File: src/rtl/fifo_rr_pop_arbiter.sv
// Round-robin pop arbiter for four source FIFOs: issues one-hot pops, forwards
// the popped word with its source index and keeps per-source delivery counters.
module fifo_rr_pop_arbiter #(
  parameter int NUM_SRC    = 4,
  parameter int DATA_WIDTH = 6,
  parameter int CNT_WIDTH  = 8
) (
  input  logic                  clk,
  input  logic                  reset,
  input  logic [NUM_SRC-1:0]    fifo_empty,
  input  logic [DATA_WIDTH-1:0] fifo_data0,
  input  logic [DATA_WIDTH-1:0] fifo_data1,
  input  logic [DATA_WIDTH-1:0] fifo_data2,
  input  logic [DATA_WIDTH-1:0] fifo_data3,
  input  logic                  pausa_dest,
  output logic [NUM_SRC-1:0]    pop,
  output logic [DATA_WIDTH-1:0] data_out,
  output logic                  valid_out,
  output logic [1:0]            src_out,
  output logic                  busy,
  output logic                  err_pop_empty,
  input  logic [1:0]            cnt_sel,
  output logic [CNT_WIDTH-1:0]  cnt_out
);

  typedef enum logic [1:0] {IDLE, GRANT, PAUSED} state_t;

  state_t                r_state;
  state_t                w_nextState;
  logic [1:0]            r_last;
  logic [NUM_SRC-1:0]    r_popPrev;
  logic [DATA_WIDTH-1:0] r_dataOut;
  logic [1:0]            r_srcOut;
  logic                  r_validOut;
  logic                  r_errPopEmpty;
  logic [CNT_WIDTH-1:0]  r_cnt [NUM_SRC];

  logic [NUM_SRC-1:0]    w_req;
  logic [1:0]            w_grantIdx;
  logic                  w_grantFound;
  logic [NUM_SRC-1:0]    w_pop;
  logic [DATA_WIDTH-1:0] w_grantData;

  // A source popped last cycle still shows its stale (pre-pop) empty flag, so it sits out one cycle.
  assign w_req = ~fifo_empty & ~r_popPrev;

  always_comb begin
    w_grantIdx   = 2'd0;
    w_grantFound = 1'b0;
    for (int k = 1; k <= NUM_SRC; k++) begin
      if (!w_grantFound && w_req[2'(r_last + 2'(k))]) begin
        w_grantIdx   = 2'(r_last + 2'(k));
        w_grantFound = 1'b1;
      end
    end
  end

  always_ff @(posedge clk) begin
    if (reset) begin
      r_state <= IDLE;
    end else begin
      r_state <= w_nextState;
    end
  end

  always_comb begin
    w_nextState = r_state;
    case (r_state)
      IDLE, GRANT: begin
        if (pausa_dest)        w_nextState = PAUSED;
        else if (w_grantFound) w_nextState = GRANT;
        else                   w_nextState = IDLE;
      end
      PAUSED: begin
        if (!pausa_dest) w_nextState = w_grantFound ? GRANT : IDLE;
      end
      default: w_nextState = IDLE;
    endcase
  end

  // The release cycle out of PAUSED never pops; the first post-pause pop comes from GRANT.
  always_comb begin
    w_pop = '0;
    if (!reset && !pausa_dest && w_grantFound && (r_state == IDLE || r_state == GRANT)) begin
      w_pop[w_grantIdx] = 1'b1;
    end
  end

  always_comb begin
    case (w_grantIdx)
      2'd0:    w_grantData = fifo_data0;
      2'd1:    w_grantData = fifo_data1;
      2'd2:    w_grantData = fifo_data2;
      default: w_grantData = fifo_data3;
    endcase
  end

  always_ff @(posedge clk) begin
    if (reset) begin
      r_last        <= 2'd3;
      r_popPrev     <= '0;
      r_dataOut     <= '0;
      r_srcOut      <= 2'd0;
      r_validOut    <= 1'b0;
      r_errPopEmpty <= 1'b0;
      for (int i = 0; i < NUM_SRC; i++) r_cnt[i] <= '0;
    end else begin
      r_popPrev     <= w_pop;
      r_validOut    <= |w_pop;
      r_errPopEmpty <= r_errPopEmpty | (|(w_pop & fifo_empty));
      if (|w_pop) begin
        r_last    <= w_grantIdx;
        r_dataOut <= w_grantData;
        r_srcOut  <= w_grantIdx;
      end
      if (r_validOut) r_cnt[r_srcOut] <= r_cnt[r_srcOut] + 1'b1;
    end
  end

  // Reset in the cycle after a pop suppresses that word's valid strobe.
  assign valid_out     = r_validOut & ~reset;
  assign pop           = w_pop;
  assign data_out      = r_dataOut;
  assign src_out       = r_srcOut;
  assign busy          = |r_popPrev;
  assign err_pop_empty = r_errPopEmpty;
  assign cnt_out       = r_cnt[cnt_sel];

endmodule

File: config.mk
export PLATFORM = sky130hd
export DESIGN_NAME = fifo_rr_pop_arbiter
export DESIGN_NICKNAME = d
export VERILOG_FILES = /design/src/rtl/fifo_rr_pop_arbiter.sv
export SDC_FILE = /design/constraint.sdc
export NUM_CORES = 1
export LEC_CHECK = 0
export ABC_AREA = 1
export CAP_MARGIN = 15
export CORE_MARGIN = 5
export CORE_UTILIZATION = 53
export DETAILED_ROUTE_END_ITERATION = 7
export PLACE_DENSITY = 0.79
export SYNTH_ARGS = -nofsm -noshare
export SYNTH_HDL_FRONTEND = slang
export SYNTH_SLANG_ARGS = --single-unit
File: constraint.sdc
create_clock -name clk -period 4.1 [get_ports clk]
set_clock_uncertainty 0.2 [all_clocks]
set_input_delay 1.23 -clock clk [delete_from_list [all_inputs] [get_ports clk]]
set_output_delay 1.23 -clock clk [all_outputs]
set_load 0.01 [all_outputs]
==> metrics.yaml, run 1 <==
routedWlPerCell_microns: 15.9
ctsHoldBuffers: 0
synth_top_cell_area_share_pct: 31.4
ys_types: 37
row_count: 27
grt_pass1_vias: 3160
status: "finished, final reports clean"
yosys_warnings: 0
drt_wl_total_microns: 9040
cts.htree.levels: 2
vias_per_cell: 5.56
power_density_nw_per_um2: 414
root_buffer: "clkbuf_8"
crit_required_ps: 2670
dieWidth_microns: 86.0
avgSynthCellArea_sq_um: 7.83
async_flop_share_pct: 0
hold_viol_final: 0
path_clk_slew_ps: 90
routabilityCongestion: 0.884
netlist_instances: 391
grtUsageTotal_pct: 24.7
yosysMostFrequentCell: "nand2_1"
cap_violations: 0
setup_viol: 0
floorplan.core_area_sq_um: 5570
tns_ps: 0
numCtsBuffers: 5
hold_ws_ps: 233
grt_start_max_net_pins: 18
ant_nets: 0
synth-edff-count: 32
p_leak_nw: 1.83
cts_tree: "built"
worstHoldPathType: "flip-flop to flip-flop"
crit_path_start_kind: "input port"
drive_above_1_share_pct: 26.3
slew_viol_final: 0
n_antenna_cell: 0
r2r_cells: 23
min_period_ps: 4070
areaGrowthSynthToFinish_pct: 37.0
max_freq_mhz: 246
drt_iter0_drc: 197
dp_hpwl_microns: 5930
yosys.area.top_type: "edfxtp_1"
synth_ff_type: "edfxtp_1"
whs_path_depth: 2
worst_pin_slew_ps: 894
start_util_pct: 54.9
firstDrtPassIters: 5
synth_area_leaders: "edfxtp_1, dfxtp_1, nand2_1"
cts.sinks: 52
grt_remaining_overflow: 0
netlist_top_cells_count: "nand2_1, nor2_1, nand3_1"
port_buffers: 55
die_area_sq_um: 7390
vias: 3152
clk_latency_ps: 310
grt_pass1_wl_microns: 14500
cts_buffer_depth: 2
slew_headroom_pct: 40.0
synth_nets: 425
drc: 0
synth_area_sq_um: 3060
cp-end-kind: "primary output"
die_h_microns: 86.0
nets: 528
seq_area_frac_synth_pct: 44.5
grt_antenna_before_repair: 0
cp_data_arrival_time_ps: 2640
path_max_fanout: 4
critical_path_class: "input port to primary output"
ios: 56
ys_seq_elements: 52
period_share_pct: 99.2
vdd_drop_max_mv: 0.285
## worst max-delay path, cell delays in order
cell and delay, ps:
buf_6 100, nor2_4 120, buf_4 130, nand2_4 60, nand2_4 90, inv_2 40, nor2_4 110, nor2_4 50
nand3_4 100, nand3b_4 120, nor2_4 140, nand2_2 100, nor2_1 100, buf_2 130
## sequential cells by signal, indices dropped and copies added, names as in the netlist, named ones only
| name | count |
|---|---|
| r_cnt | 32 |
| data_out | 6 |
| r_popPrev | 4 |
| r_last | 2 |
| r_state | 2 |
| src_out | 2 |
| err_pop_empty | 1 |
| r_validOut | 1 |
## layout make-up
cell class	instances	area, sq um
Sequential cell	52	1360
Timing Repair Buffer	108	903
Fill cell	388	1380
Inverter	35	134
Clock inverter	2	17.5
Tap cell	72	90.1
Clock buffer	6	82.6
Multi-Input combinational cell	292	1610
## per-stage QoR
step | power (mW) | area [sq um] | util (%) | instances | worst slack [ps]
6_report | 1.74 | 4190 | 75.2 | 567 | 32.7
5_1_grt | 1.83 | 4190 | 75.2 | 567 | -46.8
4_1_cts | 1.67 | 4110 | 73.6 | 564 | 14.5
3_5_place_dp | 1.31 | 3850 | 69.2 | 537 | -671
3_3_place_gp | 1.30 | 3850 | 69.2 | 537 | -615
2_1_floorplan | 1.09 | 3060 | - | 391 | 116
## per-layer routing
| layer | routed length [microns] | GRT usage (%) |
|---|---|---|
| met1 | 3320 | 27.9 |
| met2 | 4780 | 45.7 |
| met3 | 753 | 5.48 |
| met4 | 185 | 7.77 |
| met5 | 0 | 0 |
## repair_timing
action | 4_1_cts | 5_1_grt
setup endpoints to repair | 12 | 10
pin swaps | 15 | 18
resized for setup | 47 | 27
setup buffers | 19 | 5
## worst paths after layout
check / startpoint / to / slack, ps
worst max-delay path: fifo_empty[0] / pop[1] / 30
worst min-delay path: err_pop_empty / err_pop_empty / 230
worst max register to register: r_last[0] / r_popPrev[3] / 460
worst min register to register: err_pop_empty / err_pop_empty / 230
## cell families after synthesis
| family | after synthesis | synth area share [%] |
|---|---|---|
| XOR/XNOR | 1 | 0.286 |
| adder cells (fa/ha/maj) | 1 | 0.409 |
| AND/OR/NAND/NOR | 238 | 36.8 |
| AO/OA/AOI/OAI | 52 | 11.0 |
| flip-flops | 52 | 44.5 |
| buffers and inverters | 47 | 7.03 |
## cells in the final DEF (no fill, tap or decap), drive strengths merged, types with 2 or more instances in the layout
| cell type | instances |
|---|---|
| nand3b | 7 |
| dfxtp | 20 |
| clkinv | 5 |
| dlygate4sd2 | 9 |
| a32o | 2 |
| buf | 58 |
| o22ai | 11 |
| inv | 32 |
| nor4 | 2 |
| edfxtp | 32 |
| o21bai | 5 |
| nand4 | 2 |
| clkdlybuf4s50 | 38 |
| o21ai | 26 |
| a21oi | 3 |
| nor2 | 81 |
| clkbuf | 9 |
| nand2 | 107 |
| nand3 | 36 |
| o211ai | 2 |
| nor3 | 2 |
## report_power, final
group          switching, mW  internal [mW]
registers             0.0458          0.602
clock network          0.179          0.142
logic                  0.432          0.335
Power figures use the tool's default switching activity.
==> inputs of run 2 (changes only) <==
--- a/config.mk
+++ b/config.mk
@@ -9,6 +9,7 @@
 export CAP_MARGIN = 15
 export CORE_MARGIN = 5
 export CORE_UTILIZATION = 53
+export CTS_CLUSTER_SIZE = 40
 export DETAILED_ROUTE_END_ITERATION = 7
 export PLACE_DENSITY = 0.79
 export SYNTH_ARGS = -nofsm -noshare
==> results of run 2 <==
No change in the layout: final DEF, timing and power equal those of run 1.
==> inputs of run 3 (changes only) <==
--- a/config.mk
+++ b/config.mk
@@ -6,7 +6,6 @@
 export NUM_CORES = 1
 export LEC_CHECK = 0
 export ABC_AREA = 1
-export CAP_MARGIN = 15
 export CORE_MARGIN = 5
 export CORE_UTILIZATION = 53
 export CTS_CLUSTER_SIZE = 40
==> results of run 3 <==
No change in the layout: final DEF, timing and power equal those of run 1.
